### src/rtl/reg_rename_file_pkg.sv
// Shared configuration for the rename-tracking register file.
// The optional commit bypass is enabled by defining REG_COMMIT_BYPASS_EN.
package reg_rename_file_pkg;

  localparam int ROB_SIZE_WIDTH   = 4;
  localparam int DEFAULT_NUM_REGS = 32;
  localparam int DEFAULT_XLEN     = 32;

  function automatic int idx_width(input int num_regs);
    return (num_regs > 1) ? $clog2(num_regs) : 1;
  endfunction

endpackage

### src/rtl/reg_rename_file_read_port.sv
// One combinational operand read port: issue bypass, RoB query mux and x0 hardening.
// With REG_COMMIT_BYPASS_EN defined, a matching same-cycle commit also forwards its value.
module reg_read_port
  import reg_rename_file_pkg::*;
#(
  parameter int IDX_W = 5,
  parameter int XLEN  = DEFAULT_XLEN,
  parameter int ROB_W = ROB_SIZE_WIDTH
) (
  input  logic [IDX_W-1:0] idx,
  input  logic [XLEN-1:0]  entry_value,
  input  logic             entry_busy,
  input  logic [ROB_W-1:0] entry_tag,
  input  logic             flush,
  input  logic             issue_en,
  input  logic [IDX_W-1:0] issue_rd,
  input  logic [ROB_W-1:0] issue_rob_id,
  input  logic             commit_en,
  input  logic [IDX_W-1:0] commit_rd,
  input  logic [ROB_W-1:0] commit_rob_id,
  input  logic [XLEN-1:0]  commit_value,
  input  logic [XLEN-1:0]  qry_value,
  input  logic             qry_ready,
  output logic [XLEN-1:0]  rd_value,
  output logic             rd_busy,
  output logic [ROB_W-1:0] rd_rob_id,
  output logic [ROB_W-1:0] rob_qry_id
);

  logic iss_hit;
  logic dep;
  logic cmt_hit;

`ifdef REG_COMMIT_BYPASS_EN
  // Only the commit that retires the current producer may forward; a younger rename wins.
  assign cmt_hit = commit_en && (commit_rd == idx) && (idx != '0) && !iss_hit &&
                   entry_busy && (entry_tag == commit_rob_id);
`else
  logic unused_commit;
  assign cmt_hit       = 1'b0;
  assign unused_commit = ^{commit_en, commit_rd, commit_rob_id, commit_value};
`endif

  assign iss_hit = issue_en && !flush && (issue_rd == idx) && (idx != '0);
  assign dep     = iss_hit || entry_busy;

  always_comb begin
    rd_value  = cmt_hit ? commit_value : (dep ? qry_value : entry_value);
    rd_busy   = dep && !qry_ready && !cmt_hit;
    rd_rob_id = iss_hit ? issue_rob_id : entry_tag;
    if (idx == '0) begin
      rd_value  = '0;
      rd_busy   = 1'b0;
      rd_rob_id = '0;
    end
  end

  assign rob_qry_id = rd_rob_id;

endmodule

### src/rtl/reg_rename_file.sv
// Architectural register file with per-register rename tag tracking, N read ports.
// Optional same-cycle commit forwarding on the read ports: define REG_COMMIT_BYPASS_EN.
module reg_rename_file
  import reg_rename_file_pkg::*;
#(
  parameter int  NUM_REGS = DEFAULT_NUM_REGS,
  parameter int  XLEN     = DEFAULT_XLEN,
  parameter int  ROB_W    = ROB_SIZE_WIDTH,
  parameter int  NUM_RD   = 2,
  localparam int IDX_W    = idx_width(NUM_REGS)
) (
  input  logic                    clk,
  input  logic                    rst_n,
  input  logic                    rdy,
  input  logic                    flush,
  input  logic                    issue_en,
  input  logic [IDX_W-1:0]        issue_rd,
  input  logic [ROB_W-1:0]        issue_rob_id,
  input  logic                    commit_en,
  input  logic [IDX_W-1:0]        commit_rd,
  input  logic [ROB_W-1:0]        commit_rob_id,
  input  logic [XLEN-1:0]         commit_value,
  input  logic [NUM_RD*IDX_W-1:0] rd_idx,
  output logic [NUM_RD*XLEN-1:0]  rd_value,
  output logic [NUM_RD-1:0]       rd_busy,
  output logic [NUM_RD*ROB_W-1:0] rd_rob_id,
  output logic [NUM_RD*ROB_W-1:0] rob_qry_id,
  input  logic [NUM_RD*XLEN-1:0]  rob_qry_value,
  input  logic [NUM_RD-1:0]       rob_qry_ready
);

  logic [XLEN-1:0]     regs_q [NUM_REGS];
  logic [XLEN-1:0]     regs_d [NUM_REGS];
  logic [NUM_REGS-1:0] busy_q;
  logic [NUM_REGS-1:0] busy_d;
  logic [ROB_W-1:0]    tag_q  [NUM_REGS];
  logic [ROB_W-1:0]    tag_d  [NUM_REGS];

  always_ff @(posedge clk or negedge rst_n) begin
    if (!rst_n) begin
      for (int i = 0; i < NUM_REGS; i++) begin
        regs_q[i] <= '0;
        tag_q[i]  <= '0;
      end
      busy_q <= '0;
    end else begin
      regs_q <= regs_d;
      busy_q <= busy_d;
      tag_q  <= tag_d;
    end
  end

  // Later assignments take precedence: issue overrides a commit clear, flush overrides both.
  always_comb begin
    regs_d = regs_q;
    busy_d = busy_q;
    tag_d  = tag_q;
    if (rdy) begin
      if (commit_en && (commit_rd != '0)) begin
        regs_d[commit_rd] = commit_value;
        if (busy_q[commit_rd] && (tag_q[commit_rd] == commit_rob_id)) begin
          busy_d[commit_rd] = 1'b0;
          tag_d[commit_rd]  = '0;
        end
      end
      if (issue_en && (issue_rd != '0) && !flush) begin
        busy_d[issue_rd] = 1'b1;
        tag_d[issue_rd]  = issue_rob_id;
      end
      if (flush) begin
        busy_d = '0;
        for (int i = 0; i < NUM_REGS; i++) begin
          tag_d[i] = '0;
        end
      end
    end
  end

  for (genvar gi = 0; gi < NUM_RD; gi++) begin : g_rd
    logic [IDX_W-1:0] idx;
    assign idx = rd_idx[gi*IDX_W +: IDX_W];

    reg_read_port #(
      .IDX_W (IDX_W),
      .XLEN  (XLEN),
      .ROB_W (ROB_W)
    ) u_port (
      .idx           (idx),
      .entry_value   (regs_q[idx]),
      .entry_busy    (busy_q[idx]),
      .entry_tag     (tag_q[idx]),
      .flush         (flush),
      .issue_en      (issue_en),
      .issue_rd      (issue_rd),
      .issue_rob_id  (issue_rob_id),
      .commit_en     (commit_en),
      .commit_rd     (commit_rd),
      .commit_rob_id (commit_rob_id),
      .commit_value  (commit_value),
      .qry_value     (rob_qry_value[gi*XLEN +: XLEN]),
      .qry_ready     (rob_qry_ready[gi]),
      .rd_value      (rd_value[gi*XLEN +: XLEN]),
      .rd_busy       (rd_busy[gi]),
      .rd_rob_id     (rd_rob_id[gi*ROB_W +: ROB_W]),
      .rob_qry_id    (rob_qry_id[gi*ROB_W +: ROB_W])
    );
  end

endmodule

### config.mk
export PLATFORM = sky130hd
export DESIGN_NAME = reg_rename_file
export DESIGN_NICKNAME = d
export VERILOG_FILES = /design/src/rtl/reg_rename_file_pkg.sv /design/src/rtl/reg_rename_file_read_port.sv /design/src/rtl/reg_rename_file.sv
export SDC_FILE = /design/constraint.sdc
export NUM_CORES = 2
export LEC_CHECK = 0
export BUFFER_PORTS_ARGS = -buffer_cell sky130_fd_sc_hd__buf_2
export CAP_MARGIN = 10
export CORE_UTILIZATION = 35
export DETAILED_ROUTE_END_ITERATION = 8
export PLACE_DENSITY = 0.56
export SETUP_SLACK_MARGIN = 0.4
export SYNTH_ARGS = -nofsm -noshare
export SYNTH_HDL_FRONTEND = slang
export SYNTH_SLANG_ARGS = --single-unit
export TNS_END_PERCENT = 1
### constraint.sdc
create_clock -name clk -period 16.7 [get_ports clk]
set_input_delay 5.01 -clock clk [delete_from_list [all_inputs] [get_ports clk]]
set_output_delay 5.01 -clock clk [all_outputs]
set_load 0.005 [all_outputs]
* Word-level counts from Yosys, hierarchy flattened
Index checks and enable logic that the tools add are counted.
** Word-level totals
- Flip-flop bits (word level) :: 1184
- Output and inout port bits :: 82
- Word-level logic and storage cells :: 169
** Cells by class
- Order comparisons :: 12
- Equal/unequal tests :: 3
- Mux-type cells :: 53
- Bitwise logic cells :: 9
- Reduce and logical (&&, ||, !) cells :: 27
** Operators by type and width (number)
- $bwmux W1024 :: 1
- $mux W128 :: 5
- $mux W32 :: 14
- $bmux W32 S5 :: 2
- $demux W32 S5 :: 1
- $and A128 B128 Y128 :: 1
- $bwmux W128 :: 1
- $not A128 Y128 :: 1
- $bmux W4 S5 :: 3
- $mux W4 :: 12
- $demux W4 S5 :: 2
- $and A32 B32 Y32 :: 1
- $not A32 Y32 :: 1
- $or A32 B32 Y32 :: 1
- $ge A6 B6 Y1 const B :: 4
- $lt A5 B6 Y1 const B :: 4
- $not A5 Y6 :: 4
- $reduce_bool A5 Y1 :: 4
- $bmux W1 S5 :: 3
- $logic_and A1 B1 Y1 :: 15
- $lt A6 B1 Y1 const B :: 2
- $demux W1 S5 :: 2
- $eq A5 B5 Y1 :: 2
- $ge A5 B1 Y1 const B :: 2
- other kinds (6) :: 16

* Logic depth before layout (Yosys ltp)
- Depth in word-level cells :: 13
- Depth in mapped cells :: 11

* Cells and area by module
Synthesis repeated with hierarchy kept, for this count alone.
** Unflattened totals
- Cell total of the unflattened synthesis :: 4674
- Area total of the unflattened synthesis :: 67561.0 µm²
** By module, submodules not included
- reg_rename_file :: times used 1, cells an instance 4402, area an instance 65864.4 µm², sequential area each 29628.4 µm²
- reg_read_port :: times used 2, cells an instance 136, area an instance 848.3 µm², sequential area each 0.0 µm²

* Worst setup path after synthesis
No wires, ideal clock.
- Kind :: input to output
- From :: in rd_idx[5]
- To :: out rd_value[36]
- Arrival time :: 7335 ps
- Data required time :: 11690 ps
- Slack :: 4355 ps
- Stages :: 9
- Buffers on the path :: 3
- Cells stage by stage :: buf_2 > buf_4 > buf_1 > mux4_2 > mux4_2 > mux2i_1 > nor2_1 > a21oi_1 > nor2_1
** On the way
- Longest elaborated chain between the ends :: 6
** RTL lines
- from (decl) :: line reg_rename_file.sv:23 : input logic [NUM_RD*IDX_W-1:0] rd_idx,
- $not A5 Y6 (not written as such) or $eq A5 B5 Y1 (tied branches) :: line reg_rename_file.sv:89, reg_rename_file_read_port.sv:44
- $bmux W32 S5 or $logic_and A1 B1 Y1 (tied branches) :: line reg_rename_file.sv:89, reg_rename_file_read_port.sv:44
- $mux W32 (not written as such) or $logic_and A1 B1 Y1 (tied branches) :: line reg_rename_file.sv:89, reg_rename_file_read_port.sv:44
- $mux W32 (not written as such) or $logic_or A1 B1 Y1 (tied branches) :: line reg_rename_file.sv:89, reg_rename_file_read_port.sv:45
- $mux W32 :: line reg_rename_file_read_port.sv:48 : rd_value = cmt_hit ? commit_value : (dep ? qry_value : entry_value);
- $mux W32 * :: line reg_rename_file_read_port.sv:51 : if (idx == '0) begin
- to (decl) :: line reg_rename_file.sv:24 : output logic [NUM_RD*XLEN-1:0] rd_value,
Mark *: on every way between the ends. The rest lies on a longest branch, timed or not. The select of a mux whose other input is x is not followed.

* Worst setup path after layout
- From :: in rd_idx[6]
- To :: out rd_value[54]
Same word-level chain as after synthesis.

==> impl_metrics.env <==
export IMPL_num_rows=160
export IMPL_ioPinCount=214
export IMPL_hp_start="regs_q[996]"
export IMPL_clkLatencyLatePin_ns=0.81
export IMPL_viasPerCell=6.14
export IMPL_setup_viol=0
export IMPL_netlist_area_mm2=0.0669
export IMPL_antenna_found_initial=25
export IMPL_synth_top_cell_area_share=0.443
export IMPL_slowest_delay_ns=0.96
export IMPL_critPathMaxFanout=75
export IMPL_yosysTopAreaCell="dfrtp_1"
export IMPL_num_vias=44800
export IMPL_fin_nets=4801
export IMPL_drt_initial_drc_count=4430
export IMPL_overflow=0
export IMPL_cts_clk_slew_worst_paths_ns=0.05
export IMPL_required_ns=11.69
export IMPL_drt_pre_antenna_iters=9
export IMPL_hold_path_depth=0
export IMPL_ys_seq_area_frac=0.443
export IMPL_ant_nets=0
export IMPL_die_h_um=439
export IMPL_drc=0
export IMPL_whs_endpoint="regs_q[996]"
export IMPL_r2r_start="tag_q[107]"
export IMPL_avgSynthCellArea_um2=14.1
export IMPL_hold_buffers=0
export IMPL_grt_usage=0.238
export IMPL_rsz0062_at_grt="false"
export IMPL_hpwl_um=133000
export IMPL_final_area_mm2=0.0749
export IMPL_cts_setup_buffers=0
export IMPL_cts_resized=0
export IMPL_ys_ff_latch=1184
export IMPL_skew_ns=0.0334
export IMPL_cts_tree="yes"
export IMPL_htree_levels=4
export IMPL_crit_family="simple AND/OR/NAND/NOR gates"
export IMPL_die_w_um=439
export IMPL_p_per_area_mw_per_mm2=108
export IMPL_cap_violations=0
export IMPL_initial_core_util=0.352
export IMPL_finalHoldViolCount=0
export IMPL_grt_pass1_wl_um=335000
export IMPL_dieArea_mm2=0.193
export IMPL_final_common_cell="dfrtp_1"
export IMPL_drt_total_wl_um=229000
export IMPL_relSlewSlack=0.247
export IMPL_status="finished, final reports clean"
export IMPL_drive_above_1_share=0.479
export IMPL_worstSetupPathType="in -> out"
export IMPL_p_total_uw=8120
export IMPL_cp_num_buf_inv=3
export IMPL_reg2reg_to="busy_q[18]"
export IMPL_grt_pass1_vias=45600
export IMPL_gp_congestion=0.904
export IMPL_wire_per_inst_um=31.4
export IMPL_setup_ws_ns=2.85
export IMPL_instances_no_fill=7302
export IMPL_r2r_setup_slack_ns=13.08
export IMPL_fin_crit_sh=0.829
export IMPL_cpMostUsedCell="nor2_1"
export IMPL_portBuffers=213
export IMPL_critical_path_slowest_cell="nor4_2"
export IMPL_pre_cts_ws_ns=2.85
export IMPL_hp_class="reg -> reg"
export IMPL_cts_buffers_inserted=136
export IMPL_synth_edf_count=0
export IMPL_finalMaxSlewViolations=0
export IMPL_dp_cells=7042
export IMPL_ys_types=65
export IMPL_fmax_mhz=72.2
export IMPL_endpoint_kind="primary output"
export IMPL_setup_tns_ns=0
export IMPL_ys_async_sr_fraction=1.00
export IMPL_final_cell_mix="dfrtp_1, mux2_2, mux4_2, nand2_1, nor2_1"
export IMPL_syn_to_final_growth_pct=12.0
export IMPL_path_cells="buf_8, buf_4, or4_1, nor2_4, nor4_2, a211o_4, nor2_1, a21oi_1, nor2_1, buf_2"
export IMPL_worstMarginPinSlew_ns=1.10
export IMPL_syn_inst=4753
export IMPL_p_leak_uw=0.0322
export IMPL_synth_area_leaders="dfrtp_1, mux4_2, mux2_2"
export IMPL_start_kind="primary input"
export IMPL_reg2reg_depth=7
export IMPL_fin_crit_ns=13.85
export IMPL_placed_cell_area_mm2=0.0702
export IMPL_vdd_drop_max_uv=105
export IMPL_cts_num_sinks=1184
export IMPL_synth_ff_type="dfrtp_1"
export IMPL_root_buffer="clkbuf_16"
export IMPL_yosysWarnings=0
export IMPL_core_area_mm2=0.190
export IMPL_syn_nets=4885
export IMPL_cts_path_max_buffers=3
export IMPL_arrival_ns=8.84
export IMPL_grt_max_degree=159
## cells by family (layout without fill, tap and decap cells)
logic type / after synthesis / after routing / share of synthesized area
other: 0 / 10 / 0
AOI/OAI and AO/OA: 449 / 449 / 0.0427
DFF: 1184 / 1184 / 0.443
and+or+nand+nor: 746 / 746 / 0.0504
xor gates and xnor gates: 10 / 10 / 0.00131
muxes: 1824 / 1824 / 0.429
buffers and inverters: 540 / 568 / 0.0336
## how the worst max path moves through the flow
| stage | from | endpoint | slack (ns) | cells after the start |
|---|---|---|---|---|
| floorplan | rd_idx[5] | rd_value[36] | 4.36 | 9 |
| global placement | rd_idx[0] | rd_value[5] | 2.84 | 9 |
| detailed placement | rd_idx[0] | rd_value[5] | 2.85 | 9 |
| CTS | rd_idx[0] | rd_value[5] | 2.85 | 9 |
| global route | rd_idx[6] | rd_value[54] | 2.65 | 10 |
| finish | rd_idx[6] | rd_value[54] | 2.85 | 10 |
## report_power, final
part	switching (µW)	internal (µW)	total (µW)	leakage, µW
logic	665	793	1460	0.0140
clock network	1330	1830	3150	0.00231
registers	285	3230	3510	0.0158
## cell usage after synthesis, types with 5 or more instances
library cell / count
clkbuf_1: 370
a311oi_2: 5
o21ai_1: 13
o221ai_1: 6
a2bb2oi_1: 8
a21oi_1: 109
o21ai_0: 106
a211oi_1: 11
nor2b_1: 16
mux4_2: 745
nor3_2: 15
and2_1: 9
or2_2: 7
a32oi_1: 8
nand3_1: 74
dfrtp_1: 1184
mux2_2: 931
a22oi_1: 63
buf_1: 37
nor2_1: 260
and3b_1: 5
mux2i_1: 148
o22ai_1: 30
nor3_1: 7
nor3b_1: 5
buf_2: 101
a31oi_1: 16
a31o_1: 17
nand2_1: 283
nand4b_1: 5
and3_1: 12
xnor2_1: 6
or4bb_1: 6
nand4_1: 12
o211ai_1: 28
nand2b_1: 5
buf_4: 21
inv_1: 7
nor4_1: 7
## per-layer routing
layer / vias to the layer above / track usage / part of all wire
li1: 18100 / - / -
met1: 24300 / 0.318 / 0.41
met2: 1862 / 0.381 / 0.48
met3: 460 / 0.0441 / 0.072
met4: 4 / 0.0987 / 0.044
met5: - / 0 / 0.00012
## state kept, by name (all words and copies together) (netlist names)
register  flops
tag_q       128
busy_q       32
regs_q     1024
## per-stage QoR
step,hold slack [ns],utilization
after CTS,0.396,0.394
after floorplan,0.441,-
final,0.391,0.395
after detailed placement,0.382,0.370
after global routing,0.407,0.394
after global placement,0.377,0.370
## layout make-up
type	count	area, µm²
Antenna cell	10	25.0
Sequential cell	1184	29600
Inverter	8	31.3
Fill cell	17500	115000
Multi-Input combinational cell	3029	35400
Clock buffer	192	3900
Clock inverter	58	806
Tap cell	2511	3140
Timing Repair Buffer	310	2050
(Power assumes the default switching activity.)
